[src/rtl/commit_unit_pkg.sv]
// Shared definitions for the commit unit: temp-file entry layout, instruction types, FSM states.
// Also used by the dispatch-side tail logic that shares commit_ptr.
package commit_unit_pkg;
  localparam int DEPTH   = 32;
  localparam int PTR_W   = $clog2(DEPTH);
  localparam int ENTRY_W = 73;

  localparam int RD_HI   = 72;
  localparam int RD_LO   = 68;
  localparam int PC_HI   = 67;
  localparam int PC_LO   = 36;
  localparam int TYPE_HI = 35;
  localparam int TYPE_LO = 34;
  localparam int DATA_HI = 33;
  localparam int DATA_LO = 2;
  localparam int SPEC_VLD_BIT = 1;
  localparam int VLD_BIT      = 0;

  typedef enum logic [1:0] {
    IT_ALU    = 2'b00,
    IT_LOAD   = 2'b01,
    IT_STORE  = 2'b10,
    IT_BRANCH = 2'b11
  } inst_type_e;

  typedef enum logic {
    ST_IDLE       = 1'b0,
    ST_STORE_WAIT = 1'b1
  } state_e;

  function automatic logic writes_reg(input inst_type_e t);
    return (t == IT_ALU) || (t == IT_LOAD);
  endfunction
endpackage

[src/rtl/commit_ptr.sv]
// Head pointer and occupancy counter with full/empty/sticky overflow; updates 1 cycle after alloc/retire.
// Allocs arriving while full are dropped and latch overflow; flush clears head/count but keeps overflow.
module commit_ptr
  import commit_unit_pkg::*;
(
  input  logic             clock,
  input  logic             reset,
  input  logic             flush,
  input  logic             alloc_i,
  input  logic             retire_i,
  output logic [PTR_W-1:0] head_o,
  output logic             full_o,
  output logic             empty_o,
  output logic             overflow_o
);
  localparam logic [PTR_W:0] DEPTH_C = (PTR_W+1)'(DEPTH);

  logic [PTR_W-1:0] head_q, head_d;
  logic [PTR_W:0]   count_q, count_d;
  logic             ovf_q, ovf_d;
  logic             alloc_ok;

  always_comb begin
    alloc_ok = alloc_i & ~full_o;
    head_d   = retire_i ? head_q + 1'b1 : head_q;
    count_d  = count_q;
    if (alloc_ok && !retire_i) begin
      count_d = count_q + 1'b1;
    end else if (!alloc_ok && retire_i) begin
      count_d = count_q - 1'b1;
    end
    ovf_d = ovf_q | (alloc_i & full_o);
  end

  always_ff @(posedge clock) begin
    if (!reset) begin
      head_q  <= '0;
      count_q <= '0;
      ovf_q   <= 1'b0;
    end else if (flush) begin
      head_q  <= '0;
      count_q <= '0;
    end else begin
      head_q  <= head_d;
      count_q <= count_d;
      ovf_q   <= ovf_d;
    end
  end

  assign head_o     = head_q;
  assign full_o     = (count_q == DEPTH_C);
  assign empty_o    = (count_q == '0);
  assign overflow_o = ovf_q;
endmodule

[src/rtl/commit_unit.sv]
// In-order retirement of the temp register file head: 1-cycle latency to commit/ARF write, stores wait on st_ack.
// Head stalls while not valid/spec_valid or while a store awaits ack. Optional retired_cnt under COMMIT_STATS_EN.
module commit_unit
  import commit_unit_pkg::*;
(
  input  logic                clock,
  input  logic                reset,
  input  logic                flush,
  input  logic                alloc,
  output logic [PTR_W-1:0]    Rd_Addr,
  input  logic [ENTRY_W-1:0]  Data_In,
  output logic                arf_we,
  output logic [4:0]          arf_waddr,
  output logic [31:0]         arf_wdata,
  output logic                st_req,
  input  logic                st_ack,
  output logic                commit_valid,
  output logic [31:0]         commit_pc,
  output logic                full,
  output logic                empty,
  output logic                overflow
`ifdef COMMIT_STATS_EN
  , output logic [31:0]       retired_cnt
`endif
);
  state_e      state_q, state_d;
  logic        st_req_q, st_req_d;
  logic        we_q, we_d;
  logic [4:0]  waddr_q, waddr_d;
  logic [31:0] wdata_q, wdata_d;
  logic        cv_q, cv_d;
  logic [31:0] pc_q, pc_d;
  logic        retire;
  logic        ready;
  logic [PTR_W-1:0] head;
  inst_type_e  itype;
  logic [4:0]  rd;

  commit_ptr u_ptr (
    .clock      (clock),
    .reset      (reset),
    .flush      (flush),
    .alloc_i    (alloc),
    .retire_i   (retire),
    .head_o     (head),
    .full_o     (full),
    .empty_o    (empty),
    .overflow_o (overflow)
  );

  assign itype = inst_type_e'(Data_In[TYPE_HI:TYPE_LO]);
  assign rd    = Data_In[RD_HI:RD_LO];
  assign ready = ~empty & Data_In[VLD_BIT] & Data_In[SPEC_VLD_BIT];

  always_comb begin
    state_d  = state_q;
    retire   = 1'b0;
    st_req_d = 1'b0;
    cv_d     = 1'b0;
    we_d     = 1'b0;
    waddr_d  = waddr_q;
    wdata_d  = wdata_q;
    pc_d     = pc_q;
    case (state_q)
      ST_IDLE: begin
        if (ready) begin
          if (itype == IT_STORE) begin
            state_d  = ST_STORE_WAIT;
            st_req_d = 1'b1;
          end else begin
            retire = 1'b1;
            cv_d   = 1'b1;
            pc_d   = Data_In[PC_HI:PC_LO];
            if (writes_reg(itype)) begin
              // r0 is hardwired to zero, so its writes are dropped
              we_d    = (rd != 5'd0);
              waddr_d = rd;
              wdata_d = Data_In[DATA_HI:DATA_LO];
            end
          end
        end
      end
      ST_STORE_WAIT: begin
        if (st_ack) begin
          retire  = 1'b1;
          cv_d    = 1'b1;
          pc_d    = Data_In[PC_HI:PC_LO];
          state_d = ST_IDLE;
        end else begin
          st_req_d = 1'b1;
        end
      end
      default: state_d = ST_IDLE;
    endcase
    if (flush) retire = 1'b0;
  end

  always_ff @(posedge clock) begin
    if (!reset) begin
      state_q  <= ST_IDLE;
      st_req_q <= 1'b0;
      we_q     <= 1'b0;
      waddr_q  <= '0;
      wdata_q  <= '0;
      cv_q     <= 1'b0;
      pc_q     <= '0;
    end else if (flush) begin
      state_q  <= ST_IDLE;
      st_req_q <= 1'b0;
      we_q     <= 1'b0;
      cv_q     <= 1'b0;
    end else begin
      state_q  <= state_d;
      st_req_q <= st_req_d;
      we_q     <= we_d;
      waddr_q  <= waddr_d;
      wdata_q  <= wdata_d;
      cv_q     <= cv_d;
      pc_q     <= pc_d;
    end
  end

`ifdef COMMIT_STATS_EN
  logic [31:0] cnt_q;
  // survives flush on purpose: counts every commit since reset
  always_ff @(posedge clock) begin
    if (!reset) begin
      cnt_q <= '0;
    end else if (cv_q) begin
      cnt_q <= cnt_q + 32'd1;
    end
  end
  assign retired_cnt = cnt_q;
`endif

  assign Rd_Addr      = head;
  assign arf_we       = we_q;
  assign arf_waddr    = waddr_q;
  assign arf_wdata    = wdata_q;
  assign st_req       = st_req_q;
  assign commit_valid = cv_q;
  assign commit_pc    = pc_q;
endmodule

[config.mk]
export PLATFORM = sky130hd
export DESIGN_NAME = commit_unit
export DESIGN_NICKNAME = d
export VERILOG_FILES = /design/src/rtl/commit_unit_pkg.sv /design/src/rtl/commit_ptr.sv /design/src/rtl/commit_unit.sv
export SDC_FILE = /design/constraint.sdc
export NUM_CORES = 1
export LEC_CHECK = 0
export CAP_MARGIN = 10
export CORE_MARGIN = 1.5
export CORE_UTILIZATION = 55
export DETAILED_ROUTE_END_ITERATION = 6
export DONT_BUFFER_PORTS = 1
export HOLD_SLACK_MARGIN = 0.15
export PLACE_DENSITY = 0.83
export SLEW_MARGIN = 10
export SYNTH_ARGS = -nofsm -noshare
export SYNTH_HDL_FRONTEND = slang
export SYNTH_SLANG_ARGS = --single-unit
[constraint.sdc]
create_clock -name clock -period 3.74 [get_ports clock]
set_input_delay 0.561 -clock clock [delete_from_list [all_inputs] [get_ports clock]]
set_output_delay 0.561 -clock clock [all_outputs]
set_load 0.05 [all_outputs]
==> results.tsv <==
stage	metric	value	unit
setup_path	setup.worst_path.start_class	register	
layout	drive_above_1_share	0.0779	
synth	synth_nets	501	
placement	dpl_worst_slack	0.278	ns
clocking	ctsResizeCount	0	
placement	gp_congestion	0.800	
power_and_ir_drop	leakagePower	1.59	nW
timing	finalSetupViolCount	0	
timing	clock_skew	0.0131	ns
clocking	clkLatencyLatePin	0.35	ns
setup_path	worstPathRequired	4.01	ns
power_and_ir_drop	pwr-share-seq	0.561	
power_and_ir_drop	power_density	463	nW/um^2
power_and_ir_drop	p_sw	0.488	mW
setup_path	r2r_slack	0.24	ns
detailed_routing	ant_nets	0	
synth	synth_edf_count	0	
floorplanning	dieArea	7140	sq um
floorplanning	start_util	0.572	
run_status	status	complete, no violations	
clocking	cts.path.max_buffers	2	
timing	min_period_over_period	0.936	
setup_path	r2r_cells	10	
clocking	cts_made_buffers	9	
run	max-cap-violations	0	
layout	syn_to_final_growth	5.14	%
grt	grt_pass1_wl	12000	um
synth	syn_avg_cell_area	8.78	sq um
grt	grt.overflow.total	0	
grt	gr-usage-all-layers	0.207	
detailed_routing	wl_per_cell	15.3	um
synth	yosysUniqueCellTypes	48	
floorplanning	io_pins	158	
clocking	clock-sinks	84	
synth	yosys_warnings	0	
timing	relSlewSlack	0.306	
synth	ys_seq_elements	84	
hold_path	hold_path.startpoint	Data_In[35]	
hold_path	holdPathStages	1	
detailed_routing	drc_errors	0	
clocking	cts_htree_levels	3	
placement	dpl.hpwl	5250	um
synth	synthCells	416	
timing	rsz0062_at_grt	false	
synth	yosysSeqAreaShare	0.461	
layout	antenna_cells	0	
detailed_routing	vias_per_cell	5.54	
timing	fin_crit	3.50	ns
hold_path	hold-path-endpoint	arf_we$_SDFF_PP0_	
power_and_ir_drop	power.internal	1.29	mW
grt	grt_pass1_vias	2684	
floorplanning	die_width	84.5	um
placement	port_buffers	0	
floorplanning	die_y	84.5	um
grt	antenna_found_initial	0	
clocking	cts-root-buf	clkbuf_8	
hold_path	min_path_type	in2reg	
setup_path	r2r-start	u_ptr.count_q[0]$_SDFFE_PP0P_	
power_and_ir_drop	vdd_drop_max	0.297	mV
power_and_ir_drop	combPwrFrac	0.091	
timing	slew_violations	0	
detailed_routing	wirelength	7460	um
layout	seq_area	1680	sq um
setup_path	crit_path_max_fanout	6	
power_and_ir_drop	swShare	0.274	
timing	setup_ws	0.239	ns
synth	ys.flop_type	dfxtp_1	
setup_path	endpoint_kind	register	
layout	fill_cells	555	
layout	multi_input_area	1800	sq um
layout	layout_commonest_cell	nand2_1	
setup_path	r2r_end	u_ptr.count_q[5]$_SDFFE_PP0P_	
synth	async_flop_share	0	
detailed_routing	drt-initial-drc-count	159	
timing	tightest_slew	1.04	ns
timing	fmax	286	MHz
detailed_routing	vias	2703	
timing	hold_viol	0	
synth	synth_area	3650	sq um
grt	grt_max_degree	106	
setup_path	crit_type	reg2reg	
floorplanning	rows	29	
power_and_ir_drop	p_clk_frac	0.348	
floorplanning	core	6390	sq um
clocking	cts_tree	done	
clocking	path_clk_slew	0.09	ns
layout	nets	492	
detailed_routing	first_pass_iters	4	
clocking	post_cts_buffers	0	
layout	mostFrequentLayoutCells	nand2_1 (144), dfxtp_1 (84), mux2i_1 (35), a21boi_0 (33), clkbuf_8 (9)	
timing	fin_tns_setup	0	ns
setup_path	worstPathArrival	3.77	ns
clocking	cts_hold_buf	0	
==> metal layers <==
| layer | global-route usage | up-vias | wire length (um) |
|---|---|---|---|
| met1 | 0.221 | 1234 | 2930 |
| met5 | 0 | - | 0 |
| met2 | 0.380 | 90 | 3870 |
| met4 | 0.0821 | 0 | 100 |
| met3 | 0.0629 | 9 | 555 |
| li1 | - | 1370 | - |
==> registers in the layout, summed over array words and instances (netlist names) <==
| name | cells |
|---|---|
| u_ptr.head_o | 5 |
| st_req | 1 |
| arf_we | 1 |
| u_ptr.count_q | 6 |
| commit_valid | 1 |
| arf_waddr | 5 |
| commit_pc | 32 |
| u_ptr.overflow_o | 1 |
| arf_wdata | 32 |
==> critical path, cell delays in order, from the launching register on <==
cell,delay [ns]
dfxtp_1,0.35
or4_1,0.58
o311a_4,0.37
a21boi_4,0.17
ha_1,0.29
inv_1,0.15
ha_1,0.34
nor2b_1,0.18
or4b_2,0.62
a31o_2,0.25
a21oi_1,0.12
==> power groups by stage <==
stage | clock [mW] | sequential [mW] | combinational [mW]
after global placement | 0 | 1.02 | 0.155
after CTS | 0.631 | 0.996 | 0.163
after global routing | 0.669 | 0.999 | 0.180
after floorplan | 0 | 1.01 | 0.153
final | 0.619 | 0.996 | 0.162
after detailed placement | 0 | 1.02 | 0.162
==> Yosys cell counts, drive strengths merged (2+ instances only) <==
cell    instances  area, sq um
dfxtp          84         1680
nand4           2         12.5
or3             2         12.5
nand2         144          541
a21o            2         17.5
a211oi          2         15.0
clkbuf         18         67.6
a31o            2         17.5
nor4            4         25.0
nand3           6         30.0
a31oi           2         12.5
o21ai           4         20.0
and3            2         13.8
nor2b           6         37.5
mux2i          35          350
nand2b          5         31.3
a21boi         38          289
o311a           2         31.3
and3b           2         17.5
a21oi           4         20.0
ha              6         75.1
buf             9         95.1
nor3            4         20.0
nor2            8         30.0
inv             6         22.5
or4             2         15.0
==> stage by stage <==
| stage | area, sq um | util | instances | power (mW) | hold WS [ns] |
|---|---|---|---|---|---|
| after floorplan | 3660 | - | 416 | 1.16 | 0.483 |
| after global placement | 3650 | 0.572 | 473 | 1.17 | 0.511 |
| after detailed placement | 3650 | 0.572 | 473 | 1.18 | 0.532 |
| after CTS | 3840 | 0.601 | 488 | 1.79 | 0.285 |
| after global routing | 3840 | 0.601 | 488 | 1.85 | 0.268 |
| final | 3840 | 0.601 | 488 | 1.78 | 0.287 |
==> worst max-delay path by stage <==
stage                                  startpoint                       endpoint  slack [ns]  depth (start not counted)
floorplan           u_ptr.count_q[0]$_SDFFE_PP0P_  u_ptr.count_q[5]$_SDFFE_PP0P_        0.14                         13
global placement    u_ptr.count_q[0]$_SDFFE_PP0P_  u_ptr.count_q[5]$_SDFFE_PP0P_        0.38                         10
detailed placement  u_ptr.count_q[0]$_SDFFE_PP0P_  u_ptr.count_q[5]$_SDFFE_PP0P_        0.28                         10
CTS                 u_ptr.count_q[0]$_SDFFE_PP0P_  u_ptr.count_q[5]$_SDFFE_PP0P_        0.25                         10
global route        u_ptr.count_q[0]$_SDFFE_PP0P_  u_ptr.count_q[5]$_SDFFE_PP0P_        0.09                         10
finish              u_ptr.count_q[0]$_SDFFE_PP0P_  u_ptr.count_q[5]$_SDFFE_PP0P_        0.24                         10
==> logic make-up after synthesis <==
family | Yosys count | synth area share
AO/OA/AOI/OAI | 64 | 0.138
XOR/XNOR | 1 | 0.00240
adder cells (fa/ha/maj) | 7 | 0.0260
buffers and inverters | 33 | 0.0507
flip-flops | 84 | 0.461
multiplexers | 35 | 0.0960
AND/OR/NAND/NOR | 192 | 0.226
==> cell type report <==
type	instances	area share
clock buffer	11	0.0342
tap	77	0.0251
timing repair buffer	7	0.0137
inverter	6	0.00587
clock inverter	4	0.0134
multi-input combinational	299	0.470
sequential	84	0.438
(Power assumes the default switching activity.)
==> RTL edit 1: new RTL, config.mk and constraints unchanged <==
One comparison of `count_q` changes from == to >=.
--- a/src/rtl/commit_ptr.sv
+++ b/src/rtl/commit_ptr.sv
@@ -49,5 +49,5 @@
 
   assign head_o     = head_q;
-  assign full_o     = (count_q == DEPTH_C);
+  assign full_o     = (count_q >= DEPTH_C);
   assign empty_o    = (count_q == '0);
   assign overflow_o = ovf_q;
Check against the original RTL: same outputs for any inputs over 4 cycles, from zero or initial values and one cycle with reset low; that may be too few to reach the edited logic, so the function may still have changed.
==> RTL edit 1 against the original RTL <==
  * Synthesized area grew 8.7%
  * Global-route usage shrank 1.3 points
  * Cell area grew 6.6%
  * Power grew 1.2%
  * Sequential cell count is the same
  * Routed wire length grew 3.7%
  * Worst setup slack gained 0.34 ns
  * Largest power group unchanged
==> RTL edit 1: results (changes against the original RTL) <==
Synth Area in Compound Gates: 12.8% (was 13.8%)
Ranking of synthesized cells by area: dfxtp_1 (42%), nand2_1 (10%), mux2i_1 (8.8%) (was dfxtp_1 (46%), nand2_1 (15%), mux2i_1 (9.6%))
Adder-Cell Fraction of Synth Area: 2.40% (was 2.60%)
Vias in the first global route: 2,565 (was 2,684)
Gr usage total: 19.4% (was 20.7%)
First-pass GRT wire length: 11.8 mm (was 12.0 mm)
Placed Area: 3900 um2 (was 3650 um2)
Seq/Total Area, Yosys: 42.4% (was 46.1%)
DR WL met2: 3.75 mm (was 3.87 mm)
Layout cells sized above 1: 21.7% (was 7.79%)
Fill count: 592 (was 555)
Row count: 30 (was 29)
Detailed placement HPWL: 5.41 mm (was 5.25 mm)
Crit-path max FO: 8 (was 6)
Leak: 1.63 nW (was 1.59 nW)
WP data arrival: 3.44 ns (was 3.77 ns)
Vias per cell: 5.57 (was 5.54)
Clk_skew: 0.0130 ns (was 0.0131 ns)
WL per Instance: 15.3 um (about the same)
Power per cell area: 439 nW/um2 (was 463 nW/um2)
Slew HR: 49.6% (was 30.6%)
Synth cell types: 45 (was 48)
Int Pwr: 0.00129 W (about the same)
GR Util met2: 31.9% (was 38.0%)
Sequential share of power: 55.4% (was 56.1%)
Met1 Use GR: 23.1% (was 22.1%)
Layout net count: 490 (was 492)
Gpl congestion: 0.860 (was 0.800)
Status: finished, final reports clean (unchanged)
Post-synthesis mux area share: 8.83% (was 9.60%)
Slowest cell delay on critical path: 0.75 ns (was 0.62 ns)
Wire length on met1: 3.14 mm (was 2.93 mm)
Synth Area in XOR/XNOR: 0.221% (was 0.240%)
First DRT Iteration DRCs: 104 (was 159)
-- RTL edit 1: cell count changes after synthesis, sizes merged, moves of 3 or more --
cell | unedited run | this run
clkbuf | 18 | 15
a21boi | 38 | 0
nand2 | 144 | 109
o21ai | 4 | 42
nor2 | 8 | 11
and2 | 1 | 4
nand3 | 6 | 42
buf | 9 | 17
-- RTL edit 1: logic make-up (layout without fill, tap and decap cells) --
family / count (synthesis) / after routing
compound gates: 64 / 64
xor+xnor: 1 / 1
fa+ha+maj: 7 / 7
buf+inv: 36 / 23
flops: 84 / 84
mux: 35 / 35
simple gates: 196 / 196
-- RTL edit 1: area by class of cell --
| cell class | count | share of cell area, % |
|---|---|---|
| multi-input cells | 303 | 50.0 |
| flip-flops and latches | 84 | 41.1 |
| clock buffers | 11 | 3.21 |
| well taps | 96 | 2.94 |
| clock inverters | 5 | 1.53 |
| repair buffers | 3 | 0.857 |
| inverters | 4 | 0.367 |
-- RTL edit 1: metrics by stage --
| stage | utilization (%) | cells | hold WS (ns) |
|---|---|---|---|
| after floorplan | - | 423 | 0.501 |
| after global placement | 56.7 | 490 | 0.573 |
| after detailed placement | 56.7 | 490 | 0.570 |
| after CTS | 59.5 | 506 | 0.269 |
| after global routing | 59.5 | 506 | 0.259 |
| final | 59.5 | 506 | 0.285 |
-- RTL edit 1: worst paths after layout --
path / start / endpoint / slack (ns) / cells after the start
setup / recovery: st_req / u_ptr.count_q[5] / 0.58 / 10
hold / removal: Data_In[35] / arf_we / 0.29 / 1
setup reg to reg: st_req / u_ptr.count_q[5] / 0.58 / 10
hold reg to reg: u_ptr.count_q[2] / u_ptr.count_q[2] / 0.59 / 2
==> RTL edit 2: new RTL, same settings <==
Made on the original files. Add a define of `COMMIT_STATS_EN`.
--- a/src/rtl/commit_unit.sv
+++ b/src/rtl/commit_unit.sv
@@ -1,4 +1,6 @@
 // In-order retirement of the temp register file head: 1-cycle latency to commit/ARF write, stores wait on st_ack.
 // Head stalls while not valid/spec_valid or while a store awaits ack. Optional retired_cnt under COMMIT_STATS_EN.
+`define COMMIT_STATS_EN
+
 module commit_unit
   import commit_unit_pkg::*;
Check against the original RTL (old outputs only; new: retired_cnt): equivalent (equiv_simple and equiv_induct, registers matched by name and starting in step).
==> RTL edit 2 against the original RTL <==
  * The run now ends with DRC left
  * Clock power up 150%
  * Via count up 52%
  * Critical path depth unchanged
  * Routed wire length up 52%
  * Cell area up 46%
  * Worst hold slack worse by 0.11 ns
  * Power up 71%
  * Worst setup slack better by 0.063 ns
  * Cell count up 43%
  * Synthesized area up 38%
  * Sequential cell count up 32
  * Critical path type unchanged
==> RTL edit 2: results (changes against the original RTL) <==
Number of diodes: 0 (unchanged)
Detailed placement HPWL: 7.86 mm (was 5.25 mm)
CP top delay family: compound AO/OA/AOI/OAI gates (was simple AND/OR/NAND/NOR gates)
Dpl ws: 0.331 ns (was 0.278 ns)
Status: complete, but fails checks (was finished, final reports clean)
Seq/Total Area, Yosys: 46.2% (was 46.1%)
WHS Path Cells: 2 (was 1)
Post-CTS sizing: 0 (unchanged)
Hold Crit Class: in2reg (unchanged)
Worst slew pin tran: 1.11 ns (was 1.04 ns)
Synth async-reset ratio: 0% (unchanged)
Vias in the first global route: 3,806 (was 2,684)
Synth top cells by count: nand2_1 (158), dfxtp_1 (116), a21oi_1 (60), mux2i_1 (38), clkbuf_1 (27) (was nand2_1 (144), dfxtp_1 (84), mux2i_1 (35), a21boi_0 (33), clkbuf_1 (18))
Failing checks: DRC
Initial antenna violation count: 0 (unchanged)
WL per Instance: 16.3 um (was 15.3 um)
Gr ovfl total: 0 (unchanged)
WP data arrival: 3.87 ns (was 3.77 ns)
Slowest cell delay on critical path: 0.70 ns (was 0.62 ns)
Ranking of synthesized cells by area: dfxtp_1 (46%), nand2_1 (12%), mux2i_1 (7.6%) (was dfxtp_1 (46%), nand2_1 (15%), mux2i_1 (9.6%))
Largest net degree at the start of global routing: 71 (was 106)
Fill count: 739 (was 555)
Synth cell types: 49 (was 48)
Syn Nets: 673 (was 501)
Worst vdd ir: 312 uV (was 297 uV)
Clock Latency Late Sink: 0.51 ns (was 0.35 ns)
First-pass GRT wire length: 18.3 mm (was 12.0 mm)
Reg clk slew, reported paths: 0.06 ns (was 0.09 ns)
Crit-path max FO: 6 (unchanged)
First DRT Iteration DRCs: 205 (was 159)
Layout cells sized above 1: 8.15% (was 7.79%)
Vias per cell: 5.90 (was 5.54)
Gpl congestion: 0.842 (was 0.800)
Clk_skew: 0.00814 ns (was 0.0131 ns)
FF-to-FF path depth: 10 (unchanged)
Gr usage total: 23.3% (was 20.7%)
Remaining DRCs: 12 (was 0)
Worst path slowest cell: or4_1 (was or4b_2)
Maximum clock insertion buffer count: 2 (unchanged)
Leak: 2.14 nW (was 1.59 nW)
YS warnings: 0 (unchanged)
CTS Root Cell: clkbuf_8 (unchanged)
CTS Buf Count: 17 (was 9)
Area leader, netlist: dfxtp_1 (unchanged)
Layout net count: 662 (was 492)
Router iterations before antenna repair: 6 (was 4)
Port bufs: 0 (unchanged)
CTS H-tree depth: 4 (was 3)
[RTL edit 2: timing repair]
item / 4_1_cts / 5_1_grt
buffers inserted: 0 / 0
hold endpoints to repair: 1 / 0
hold buffers: 1 / 0
[RTL edit 2: logic make-up (layout without fill, tap and decap cells)]
kind of cell	after synthesis	in the layout	share of synthesized area (%)
flops	116	116	46.2
simple gates	255	255	23.4
buf+inv	51	53	5.08
xor+xnor	13	13	2.27
fa+ha+maj	8	8	2.14
compound gates	106	106	13.3
mux	38	38	7.57
[RTL edit 2: metal layers]
| metal | wire length, um | GRT usage [%] | share of wire, % |
|---|---|---|---|
| met4 | 147 | 9.23 | 1.3 |
| met1 | 4490 | 26.9 | 40 |
| met3 | 949 | 7.94 | 8.4 |
| met2 | 5740 | 40.0 | 51 |
| met5 | 0 | 0 | 0 |
[RTL edit 2: layout make-up]
cell class / instances / area share [%]
multi-input combinational: 420 / 44.0
sequential: 116 / 41.5
clock buffer: 17 / 7.40
clock inverter: 15 / 2.66
tap: 108 / 2.42
timing repair buffer: 8 / 1.12
inverter: 13 / 0.872
[RTL edit 2: worst reg2reg max path, stage by stage (launching register included)]
cell and delay (ns):
dfxtp_1 0.36, or4_1 0.70, o311a_4 0.40, a21oi_4 0.17, ha_1 0.26, inv_1 0.15, ha_1 0.38, o21ai_0 0.16
or3_1 0.39, a311o_1 0.32, o21ai_0 0.08
[RTL edit 2: final timing paths]
kind | end | slack [ns] | startpoint
max reg2reg | u_ptr.count_q[5] | 0.30 | u_ptr.count_q[0]
min | arf_wdata[1] | 0.18 | Data_In[3]
min reg2reg | u_ptr.count_q[3] | 0.49 | u_ptr.count_q[3]
max | u_ptr.count_q[5] | 0.30 | u_ptr.count_q[0]
[RTL edit 2: through the flow]
stage               instance area (um2)  utilization [%]  std cells
finish                             5600             63.5        697
detailed placement                 5020             57.0        664
global route                       5600             63.5        697
floorplan                          5030                -        587
CTS                                5600             63.5        697
global placement                   5020             57.0        664
[RTL edit 2: power by group]
| group | leakage [nW] | internal, W | switching, W |
|---|---|---|---|
| sequential | 0.936 | 0.00126 | 0.0000874 |
| clock | 0.260 | 0.000896 | 0.000622 |
| combinational | 0.945 | 0.0000622 | 0.000116 |
